## config.mk

```make
export PLATFORM = sky130hd
export DESIGN_NAME = wino_pad_bridge
export DESIGN_NICKNAME = d
export VERILOG_FILES = /design/src/rtl/wino_pad_bridge.sv
export SDC_FILE = /design/constraint.sdc
export NUM_CORES = 1
export LEC_CHECK = 0
export BUFFER_PORTS_ARGS = -buffer_cell sky130_fd_sc_hd__clkbuf_2
export CAP_MARGIN = 15
export CORE_MARGIN = 3
export CORE_UTILIZATION = 45
export DETAILED_ROUTE_END_ITERATION = 12
export GPL_TIMING_DRIVEN = 0
export PLACE_DENSITY = 0.62
export SLEW_MARGIN = 20
export SYNTH_ARGS = -nofsm -noshare
export SYNTH_HDL_FRONTEND = slang
export SYNTH_SLANG_ARGS = --single-unit
```

## constraint.sdc

```tcl
create_clock -name clk -period 7.85 [get_ports clk]
set_input_delay 2.355 -clock clk [delete_from_list [all_inputs] [get_ports clk]]
set_output_delay 2.355 -clock clk [all_outputs]
set_load 0.02 [all_outputs]
```

## src/rtl/wino_pad_bridge.sv

```systemverilog
// Pad-side bridge for the Winograd cores: deserialises narrow pad beats into core
// words through a FWFT FIFO, and serialises core result words back onto the pads.
module wino_pad_bridge #(
  parameter int unsigned PAD_W      = 10,
  parameter int unsigned IN_BEATS   = 2,
  parameter int unsigned OUT_BEATS  = 2,
  parameter int unsigned FIFO_DEPTH = 4
) (
  input  logic                         clk,
  input  logic                         rst,
  input  logic [PAD_W-1:0]             pad_d,
  input  logic                         pad_vld,
  input  logic                         pad_sof,
  output logic [PAD_W*IN_BEATS-1:0]    core_in_data,
  output logic                         core_in_valid,
  input  logic                         core_in_ready,
  input  logic [PAD_W*OUT_BEATS-1:0]   core_out_data,
  input  logic                         core_out_valid,
  output logic                         core_out_ready,
  output logic [PAD_W-1:0]             pad_z,
  output logic                         pad_z_vld,
  input  logic                         clr,
  output logic                         ovf,
  output logic                         sync_err
);

  localparam int unsigned IN_W  = PAD_W * IN_BEATS;
  localparam int unsigned OUT_W = PAD_W * OUT_BEATS;
  localparam int unsigned KW    = (IN_BEATS > 1) ? $clog2(IN_BEATS) : 1;
  localparam int unsigned OBW   = (OUT_BEATS > 1) ? $clog2(OUT_BEATS) : 1;
  localparam int unsigned AW    = $clog2(FIFO_DEPTH);
  localparam int unsigned CW    = AW + 1;

  // Deserializer: a sof beat always restarts assembly at beat 0
  logic [KW-1:0]   k_q, k_d, eff_k;
  logic [IN_W-1:0] asm_q, asm_d;
  logic            push_c, desync_c;

  always_comb begin
    k_d      = k_q;
    asm_d    = asm_q;
    eff_k    = k_q;
    push_c   = 1'b0;
    desync_c = 1'b0;
    if (pad_vld) begin
      if (pad_sof) begin
        eff_k    = '0;
        desync_c = (k_q != '0);
      end
      asm_d[eff_k*PAD_W +: PAD_W] = pad_d;
      if (eff_k == KW'(IN_BEATS - 1)) begin
        push_c = 1'b1;
        k_d    = '0;
      end else begin
        k_d = eff_k + KW'(1);
      end
    end
  end

  always_ff @(posedge clk or posedge rst) begin
    if (rst) begin
      k_q   <= '0;
      asm_q <= '0;
    end else begin
      k_q   <= k_d;
      asm_q <= asm_d;
    end
  end

  // Input FIFO; a full FIFO still accepts a push when it pops in the same cycle
  logic [IN_W-1:0] mem [FIFO_DEPTH];
  logic [AW-1:0]   wptr, rptr;
  logic [CW-1:0]   cnt;
  logic            pop_c, push_ok_c;

  assign core_in_valid = (cnt != '0);
  assign core_in_data  = mem[rptr];
  assign pop_c         = core_in_valid & core_in_ready;
  assign push_ok_c     = push_c & ((cnt < CW'(FIFO_DEPTH)) | pop_c);

  always_ff @(posedge clk or posedge rst) begin
    if (rst) begin
      for (int i = 0; i < int'(FIFO_DEPTH); i++) mem[i] <= '0;
      wptr <= '0;
      rptr <= '0;
      cnt  <= '0;
    end else begin
      if (push_ok_c) begin
        mem[wptr] <= asm_d;
        wptr      <= wptr + AW'(1);
      end
      if (pop_c) rptr <= rptr + AW'(1);
      cnt <= cnt + CW'(push_ok_c) - CW'(pop_c);
    end
  end

  // Sticky flags; a new event wins over a simultaneous clear
  always_ff @(posedge clk or posedge rst) begin
    if (rst) begin
      ovf      <= 1'b0;
      sync_err <= 1'b0;
    end else begin
      ovf      <= (push_c & ~push_ok_c) | (ovf & ~clr);
      sync_err <= desync_c | (sync_err & ~clr);
    end
  end

  // Serializer FSM; beat_q is the index of the beat currently on pad_z
  typedef enum logic {S_IDLE, S_SHIFT} state_t;

  state_t           state_q, state_d;
  logic [OBW-1:0]   beat_q, beat_d;
  logic [OUT_W-1:0] sh_q, sh_d;
  logic [PAD_W-1:0] pad_z_d;
  logic             pad_z_vld_d;
  logic             last_c, accept_c;

  assign last_c         = (state_q == S_SHIFT) & (beat_q == OBW'(OUT_BEATS - 1));
  assign core_out_ready = ~rst & ((state_q == S_IDLE) | last_c);
  assign accept_c       = core_out_valid & core_out_ready;

  always_comb begin
    state_d     = state_q;
    beat_d      = beat_q;
    sh_d        = sh_q;
    pad_z_d     = pad_z;
    pad_z_vld_d = pad_z_vld;
    case (state_q)
      S_IDLE: begin
        if (accept_c) begin
          state_d     = S_SHIFT;
          beat_d      = '0;
          pad_z_d     = core_out_data[PAD_W-1:0];
          sh_d        = core_out_data >> PAD_W;
          pad_z_vld_d = 1'b1;
        end
      end
      S_SHIFT: begin
        if (last_c) begin
          if (accept_c) begin
            beat_d      = '0;
            pad_z_d     = core_out_data[PAD_W-1:0];
            sh_d        = core_out_data >> PAD_W;
            pad_z_vld_d = 1'b1;
          end else begin
            state_d     = S_IDLE;
            pad_z_vld_d = 1'b0;
          end
        end else begin
          beat_d      = beat_q + OBW'(1);
          pad_z_d     = sh_q[PAD_W-1:0];
          sh_d        = sh_q >> PAD_W;
          pad_z_vld_d = 1'b1;
        end
      end
      default: state_d = S_IDLE;
    endcase
  end

  always_ff @(posedge clk or posedge rst) begin
    if (rst) begin
      state_q   <= S_IDLE;
      beat_q    <= '0;
      sh_q      <= '0;
      pad_z     <= '0;
      pad_z_vld <= 1'b0;
    end else begin
      state_q   <= state_d;
      beat_q    <= beat_d;
      sh_q      <= sh_d;
      pad_z     <= pad_z_d;
      pad_z_vld <= pad_z_vld_d;
    end
  end

endmodule

```

Word-level counts from Yosys, hierarchy flattened

Cells that the tools add are included.

Add/sub/neg operators: 7
Multiply operators: 1
Magnitude comparators: 4
Eq/ne operators: 1
Shifts and indexed selects: 2
Mux-type cells: 29
Bitwise operators: 18
Reductions and logical operators: 2

Operator list:

| cell                                                                     | number |
|---|---|
| 20-bit two-way mux                                                       | 6 |
| 80-bit bitwise mux                                                       | 1 |
| 20-bit binary-select mux with 2-bit select                               | 1 |
| 20-bit demux with 2-bit select                                           | 1 |
| 20-bit case mux with 2 select lines                                      | 1 |
| 5-bit negation with 34-bit output                                        | 1 |
| 10-bit by 34-bit variable shift with 20-bit output, first input constant | 1 |
| 10-bit by 34-bit indexed part select with 20-bit output                  | 1 |
| 20-bit bitwise mux                                                       | 1 |
| 10-bit two-way mux                                                       | 2 |
| 10-bit case mux with 2 select lines                                      | 1 |
| 1-bit two-way mux                                                        | 12 |
| 1-bit AND                                                                | 8 |
| 3-bit >= comparator, second input constant                               | 2 |
| 2-bit NOT with 3-bit output                                              | 2 |
| 1-bit case mux with 2 select lines                                       | 3 |
| 2-bit by 1-bit adder with 2-bit output, second input constant            | 2 |
| 1-bit by 3-bit multiplier with 4-bit output, second input constant       | 1 |
| 1-bit NOT                                                                | 4 |
| 1-bit OR                                                                 | 4 |
| 3-bit by 1-bit adder with 3-bit output                                   | 1 |
| 3-bit by 1-bit < comparator with 1-bit output, second input constant     | 1 |
| 3-bit < comparator, second input constant                                | 1 |
| 3-bit nonzero test                                                       | 1 |
| other kinds (4)                                                          | 5 |

Register bits: 143
Input port bits: 37
Output and inout port bits: 35
Logic and storage cells: 80

Depth between registers and ports, before layout

Gate-level depths: netlist of run 1.

Depth after elaboration: 8
Mapped depth: 11

Least setup slack after synthesis of run 1

No wires, ideal clock.

Path kind: input to output
From: input port rst
To: output port core_out_ready
Arrival: 2648 ps
Slack: 2847 ps
Stages on the path: 1
Path through: nor2_1

Longest elaborated chain between the ends: 2

RTL lines:

| item            | line | source |
|---|---|---|
| start, declared | 10   | `input logic rst,` |
| 1-bit NOT       | 119  | `assign core_out_ready = ~rst & ((state_q == S_IDLE) \| last_c);` |
| 1-bit AND       | 119  |  |
| end, declared   | 19   | `output logic core_out_ready,` |

Every way passes these cells.

Worst setup path in the final report of run 1

Ends and elaborated chain as after synthesis.

==> flow_results.org, run 1 <==
** Floorplan
- The floorplan step defined a die boundary enclosing 15450 µm².
- Top Ports :: just over 70
- From left edge to right edge, the die measures approximately 120 µm.
- For this configuration, the core starts out at a cell density of 0.4680.
- Vertical extent of the die :: roughly 120 µm
- Floorplan core area :: between 10000 and 15000 µm²
- Num rows :: 42

** Detailed routing
- For this run, design rule violations remaining after detail routing come to 0.
- Routed vias/inst :: ~5.7
- DRT antenna net count :: 0
- Total wire length after detailed routing :: 15590 µm
- In this run, the number of DRC markers left after iteration 0 of detailed routing was 323.
- Iteration count of the initial detailed-routing pass :: 6
- Via count of the routed design :: 4412
- WL per Instance :: between 20 and 25 µm

** Synth
- Number of flops mapped to enable cells by yosys :: 0
- Yosys attributes the largest share of cell area to sky130_fd_sc_hd__dfrtp_1 (57%), sky130_fd_sc_hd__mux4_2 (7.2%), sky130_fd_sc_hd__a31oi_1 (6.0%).
- Cell taking the most area after synthesis :: sky130_fd_sc_hd__dfrtp_1
- The share of synthesized area in the top cell type comes to 0.5684.
- After technology mapping, the gate count stands at 494.
- The synthesized design contains roughly 140 register bits.
- Post-synthesis sequential area ratio :: 0.5684
- Yosys mapped the design onto 28 distinct sky130hd cell types.
- Syn Area/Cell :: 12.75 µm²
- Post-synthesis instance area :: 6296 µm²
- Share of synthesized flip-flops with an asynchronous set or reset :: 1.000
- Number of warning messages in the yosys log :: 0
- Net count after synthesis :: 538
- Among all flip-flop cells after synthesis, the most frequent one is sky130_fd_sc_hd__dfrtp_1.

** Final layout
- In the final design database the tool counted about 630 nets.
- Of the cells placed in the final design, the portion with a size suffix greater than 1 is 0.3161.
- 0 antenna diodes ended up in the layout.
- Once layout is complete, the utilization of the core stands at 0.5552.
- Area overhead of the layout relative to synthesis :: 18.62%

** Timing
- Total Negative Setup Slacks :: 0 ps
- Setup repair after global routing left no endpoint under its margin.
- The number of endpoints with negative hold slack in the final report is 0.
- Measured against its own limit, the worst slew margin works out to 0.4967.
- Of the available clock period, the critical path in the final layout requires 0.6553.
- Derived from the worst setup path, the maximum achievable clock frequency is a little under 200 MHz.
- Subtracting the final worst setup slack from the clock period gives 5144 ps.
- Clock skew :: between 10 and 15 ps
- Total of endpoints with negative setup slack in the final report :: 0
- The final-report max-slew violation count is 0.
- At the pin with the least slew margin, the transition time is 754.9 ps.

** Clock network
- Number of post-CTS setup repair buffers :: 0
- Clock tree root buffer cell :: sky130_fd_sc_hd__clkbuf_16
- No sink is reached through more buffers than the 2 on the longest clock path.
- Cts bufs inserted :: 17
- The number of gates resized after CTS was 0.
- Clock tree synthesis found a total of 143 sinks.
- Clock Latency Late Sink :: 420 ps
- TritonCTS clock tree :: done
- H-tree depth reported by CTS :: 4
- Clock-pin slew was measured on the worst setup and hold paths at 60 ps.
- Hold buffer count at cts :: 0

** Global routing
- Total overflow reported by the global router :: 0
- Pin count of the biggest net entering global routing :: 95
- The number of global-route vias before repair is 4731.
- The number of antenna violations at the first check in global routing came to 0.
- Wire length of the first global-routing pass :: about 26000 µm
- Global router's overall resource usage :: 0.2103

** Critical path
- Of all nets on the critical path, the largest fanout is 3.
- Setup slack on the worst reg-to-reg path comes out at 5380 ps.
- STA classifies the critical path endpoint as a primary output.
- In this run the critical register-to-register path is captured at cnt[2]$_DFF_PP0_.
- Reg-to-Reg Start :: k_q$_DFFE_PP0P_
- Worst endpoint data arrival time :: 2790 ps
- The worst register-to-register path has a depth of 11.
- Startpoint type of the worst setup path :: input port
- STA puts the critical path data required time at 5500 ps.
- Crit path kind :: in2out

** Power
- The share of total power dissipated in sequential elements is 0.382.
- Comb power frac :: 0.375
- Dividing total power by cell area gives a power density of approximately 420 nW/µm².
- The internal power of the cells totals 0.002006 W.
- Summing internal, switching and leakage power gives 0.003113 W.
- For this design the total switching power over the nets is 0.001107 W.
- The analysis attributes to cell leakage a power of roughly 3.4 nW.
- Of the total power, the share spent switching nets is 0.3557.
- Worst vdd rail ir drop :: 0.2162 mV
- Part of the total power dissipated in the clock network :: 0.243

** Place
- At the end of routability-driven placement, the weighted congestion stood at about 0.82.
- Detailed-placement wirelength estimate :: 9995 µm
- Port Buf Inserts :: 71

** Hold path
- Class of the most critical hold timing path :: reg2reg
- In this run the most critical hold path is launched from sh_q[16]$_DFF_PP0_.
- Count of cells along the worst hold path :: 1
- Hold path endpoint :: sh_q[16]$_DFF_PP0_

** Run status
- The run finished with clean final reports.

** Job
- Maximum Capacitance Violations :: 0
==> worst max-delay path, cell delays in order <==
cell and delay (ps):
sky130_fd_sc_hd__clkbuf_2 140, sky130_fd_sc_hd__nor2_1 120, sky130_fd_sc_hd__clkbuf_2 180
==> logic make-up after synthesis <==
logic type,count (synthesis),share of synthesized area
simple gates,81,0.06419
fa+ha+maj,7,0.01510
flops,143,0.5684
mux,90,0.2047
buf+inv,62,0.04332
compound gates,106,0.09738
xor+xnor,5,0.006955
==> placed cells by master (no fill, tap or decap), drive strengths merged <==
| cell type | synthesis | layout |
|---|---|---|
| clkinvlp | 0 | 5 |
| xor2 | 1 | 1 |
| o21ai | 44 | 44 |
| and3b | 1 | 1 |
| nor2 | 4 | 4 |
| buf | 16 | 17 |
| mux4 | 20 | 20 |
| clkinv | 0 | 4 |
| dfrtp | 143 | 143 |
| and3 | 4 | 4 |
| bufinv | 0 | 1 |
| nand3 | 12 | 12 |
| a31oi | 60 | 60 |
| nand4 | 10 | 10 |
| o31a | 1 | 1 |
| or3 | 1 | 1 |
| and2 | 12 | 12 |
| nand2 | 32 | 32 |
| mux2i | 20 | 20 |
| nand2b | 2 | 2 |
| mux2 | 50 | 50 |
| inv | 23 | 23 |
| fa | 1 | 1 |
| ha | 6 | 6 |
| xnor2 | 4 | 4 |
| nor2b | 3 | 3 |
| clkbuf | 23 | 116 |
| o32ai | 1 | 1 |
==> routing by layer <==
metal	vias to the layer above	routed length [µm]	GRT usage
met4	0	226	0.07930
li1	1979	-	-
met5	-	0	0
met1	2222	6628	0.2781
met3	20	1299	0.06990
met2	191	7433	0.3244
==> sequential cells by signal (all words and copies together) (netlist names) <==
signal	cells
asm_q	20
beat_q	1
cnt	3
k_q	1
mem	80
ovf	1
pad_z	10
pad_z_vld	1
rptr	2
sh_q	20
state_q	1
sync_err	1
wptr	2
==> power groups by stage <==
stage                     Combinational, W  Clock [W]  Sequential, W
after global placement             0.00113          0        0.00118
final                              0.00117   0.000756        0.00119
after global routing               0.00127   0.000808        0.00123
after detailed placement           0.00117          0        0.00120
after floorplan                   0.000812          0        0.00118
after CTS                          0.00118   0.000776        0.00119
==> final cells by class <==
type	count	area, µm²
tap	176	220.2
timing repair buffer	72	382.9
fill	1191	5984
clock inverter	10	87.58
clock buffer	22	474.2
inverter	23	93.84
buffer	39	186.4
sequential	143	3578
multi-input combinational	289	2445
==> through the flow <==
| stage | instance area, µm² | cells | hold slack, ps | worst slack (ps) |
|---|---|---|---|---|
| finish | 7468 | 774 | 485.4 | 2706 |
| global route | 7468 | 774 | 496.6 | 2659 |
| CTS | 7468 | 774 | 485.8 | 2701 |
| detailed placement | 6907 | 742 | 471.0 | 2701 |
| global placement | 6872 | 741 | 463.8 | 140.0 |
| floorplan | 6296 | 494 | 441.8 | 1657 |
==> synthesized netlist by cell type, types with 2 or more instances <==
library cell               instances
sky130_fd_sc_hd__nand2_1          32
sky130_fd_sc_hd__mux4_2           20
sky130_fd_sc_hd__mux2_4           20
sky130_fd_sc_hd__mux2i_1          20
sky130_fd_sc_hd__nand2b_1          2
sky130_fd_sc_hd__dfrtp_1         143
sky130_fd_sc_hd__ha_1              6
sky130_fd_sc_hd__mux2_2           30
sky130_fd_sc_hd__xnor2_1           4
sky130_fd_sc_hd__buf_6             2
sky130_fd_sc_hd__buf_4             3
sky130_fd_sc_hd__nor2_1            4
sky130_fd_sc_hd__and3_1            4
sky130_fd_sc_hd__nor2b_1           3
sky130_fd_sc_hd__and2_1           12
sky130_fd_sc_hd__inv_1            23
sky130_fd_sc_hd__buf_2            11
sky130_fd_sc_hd__o21ai_0          44
sky130_fd_sc_hd__clkbuf_1         23
sky130_fd_sc_hd__a31oi_1          60
sky130_fd_sc_hd__nand3_1          12
sky130_fd_sc_hd__nand4_1          10
==> worst max-delay path by stage <==
stage,startpoint,slack (ps),end
6_report,rst,2710,core_out_ready
5_1_grt,rst,2660,core_out_ready
4_1_cts,rst,2700,core_out_ready
3_5_place_dp,rst,2700,core_out_ready
3_3_place_gp,rst,140,asm_q[14]$_DFF_PP0_
2_1_floorplan,rst,1660,asm_q[0]$_DFF_PP0_
Power figures use the tool's default switching activity.
==> run 2: changes to the inputs <==
PLACE_DENSITY = 0.65   (was 0.62)
clock period = 4.5 ns   (was 7.85 ns; I/O delays follow)
==> run 2 against run 1 <==
Combinational power increased by 72%. Critical path depth did not move. Sequential power is 75% higher. Register-to-register slack got worse by 3300 ps. Design area increased by 1.3%. Sequential cell count stayed put. Critical endpoint is now core_in_data[3]. Largest power group unchanged.
==> flow_results.org, run 2 (synthesis results as in run 1) <==
** Run status
- Result of the run :: finished, final reports clean

** Clock network
- Clock tree synthesis selected as its root buffer the cell sky130_fd_sc_hd__clkbuf_16.
- Number of post-CTS setup repair buffers :: 0
- The clock drives 143 sinks.
- The number of gates resized after CTS was 0.
- The clock passes through at most 2 buffers.
- Clock latency on the worst-skew pair, taken at its later pin, is ~430 ps.
- TritonCTS built the clock tree.
- Hold buffer count at cts :: 0
- H-tree depth reported by CTS :: 4
- Register clock-pin slew on the reported worst setup and hold paths :: 60 ps
- Clock tree synthesis inserted a total of 17 buffers.

** Detailed routing
- Top sig layer :: met4
- WL per Instance :: 19.37 µm
- Once detail routing completed, the nets flagged for antenna violations numbered 0.
- After the first detailed-routing iteration, the DRC count stood at ~240.
- Total wire length after detailed routing :: 15050 µm
- In the routed design, unresolved DRC markers number 0.
- After detailed routing, the wire length on met1 is around 6500 µm.
- Iteration count of the initial detailed-routing pass :: 5
- Summed over all nets, wire length on met2 after detailed routing comes to 7223 µm.
- After detailed routing, the number of vias per cell comes to 5.671.
- Wire segments on met3 add up to roughly 1100 µm in the final route.
- Via count of the routed design :: between 4000 and 5000

** Final layout
- Register containing the most flip-flops in the final layout :: mem
- Area overhead of the layout relative to synthesis :: 20.21%
- The library cell used most frequently in the layout, excluding fill and tap cells, is sky130_fd_sc_hd__dfrtp_1.
- The library cells used most frequently in the layout, excluding fill and tap cells, are sky130_fd_sc_hd__dfrtp_1 (143), sky130_fd_sc_hd__clkbuf_2 (71), sky130_fd_sc_hd__a31oi_1 (60).
- The repair_antennas step left the layout with diodes totalling 0.
- Top Registers :: mem: 80 flops, asm_q: 20 flops, sh_q: 20 flops
- Layout cell share with drive strength beyond 1 :: 0.3228
- At the end of the flow, the number of nets in the layout was 632.
- Flip-flop count of the largest register, all copies and words added :: 80

** Global routing
- The number of antenna violations at the first check in global routing came to 0.
- The number of global-route vias before repair is between 4000 and 5000.
- Across every metal layer, demand over resource in global routing totals 0.2028.
- The total overflow left after global routing is 0.
- Pin count of the biggest net entering global routing :: 37
- The first global-routing pass estimated 24850 µm of wire.

** Floorplan
- Num rows :: 42
- Floorplan core area :: 13450 µm²
- For this configuration, the core starts out at a cell density of 0.4680.
- In this run the horizontal extent of the chip is around 120 µm.
- Die outline area :: 15450 µm²
- Top Ports :: 72
- The die is 124.3 µm tall.

** Power
- Cell Pwr Density :: 731.8 nW/µm²
- Worst vdd rail ir drop :: 0.4361 mV
- For this design the static power due to leakage is 3.427 nW.

** Timing
- Highest attainable clock frequency :: approximately 290 MHz
- Minimum period implied by the final worst setup slack :: 3404 ps
- Unrepaired setup endpoints after global routing :: false
- Worst Hold Margin :: slightly below 500 ps
- Headroom to the max-slew limit came out at 0.5015.
- Least-Margin Pin Slew :: 747.8 ps
- For the final database, setup skew stands at 6.432 ps.
- The number of endpoints with negative hold slack in the final report came to 0.
- In the final timing run, aggregate negative setup slack is 0 ps.
- Setup violations remaining at the end of the flow were counted as 0.
- The final-report max-slew violation count was 0.
- In the finished design, the share of the clock period the worst path needs comes to 0.7564.

** Critical path
- Crit path kind :: reg2out
- Startpoint type of the worst setup path :: flip-flop
- Along the worst path, the maximum fanout reaches 10.
- Type of destination of the critical path :: primary output
- Crit path required time :: 3150 ps
- Worst endpoint data arrival time :: 2050 ps

** Hold path
- The tightest min-delay check is of the reg2reg type.

** Job
- Across the run, the number of max-cap violations was 0.

** Place
- After legalization and detailed placement, the total HPWL measured between 10000 and 15000 µm.
- Routability-driven placement finished with a final weighted congestion of 0.7819.
- Port Buf Inserts :: 71
run 2: final timing paths:
path | cells after the start | slack (ps) | endpoint | from
worst max-delay path | 3 | 1100 | core_in_data[3] | rptr[0]$_DFFE_PP0P_
worst min-delay path | 2 | 480 | pad_z[9]$_DFF_PP0_ | sh_q[9]$_DFF_PP0_
worst max register to register | 11 | 2110 | cnt[2]$_DFF_PP0_ | k_q$_DFFE_PP0P_
worst min register to register | 2 | 480 | pad_z[9]$_DFF_PP0_ | sh_q[9]$_DFF_PP0_
max in group asynchronous | 4 | 2790 | mem[31]$_DFFE_PP0P_ | rst
min in group asynchronous | 2 | 960 | sh_q[6]$_DFF_PP0_ | rst
run 2: routing by layer:
metal / vias up / track usage
li1: 1990 / -
met4: 0 / 0.07157
met5: - / 0
met1: 2227 / 0.2698
met3: 18 / 0.05660
met2: 171 / 0.3212
run 2: layout make-up:
cell class / instances / area, µm²
Inverter: 23 / 90.09
Multi-Input combinational cell: 289 / 2445
Clock buffer: 17 / 425.4
Buffer: 39 / 186.4
Clock inverter: 15 / 187.7
Tap cell: 176 / 220.2
Sequential cell: 143 / 3578
Fill cell: 1151 / 5884
Timing Repair Buffer: 75 / 435.4
run 2: report_power, final:
part / total (W) / switching (W) / leakage (nW) / internal [W]
combinational: 0.00201 / 0.00111 / 1.38 / 0.000905
clock: 0.00145 / 0.000571 / 0.290 / 0.000877
sequential: 0.00208 / 0.000278 / 1.76 / 0.00180
run 2: critical path, stage by stage, from the launching register on:
cell and delay, ps:
sky130_fd_sc_hd__dfrtp_1 450, sky130_fd_sc_hd__buf_2 410, sky130_fd_sc_hd__mux4_2 580, sky130_fd_sc_hd__clkbuf_2 180
run 2: stage by stage:
stage	instances	utilization	area (µm²)	setup WS [ps]	power, W
after floorplan	494	-	6300	1265	0.003480
after global placement	741	0.5111	6875	542.3	0.004024
after detailed placement	745	0.5170	6955	991.7	0.004114
after CTS	777	0.5626	7569	1059	0.005576
after global routing	777	0.5626	7569	964.9	0.005858
final	777	0.5626	7569	1096	0.005539
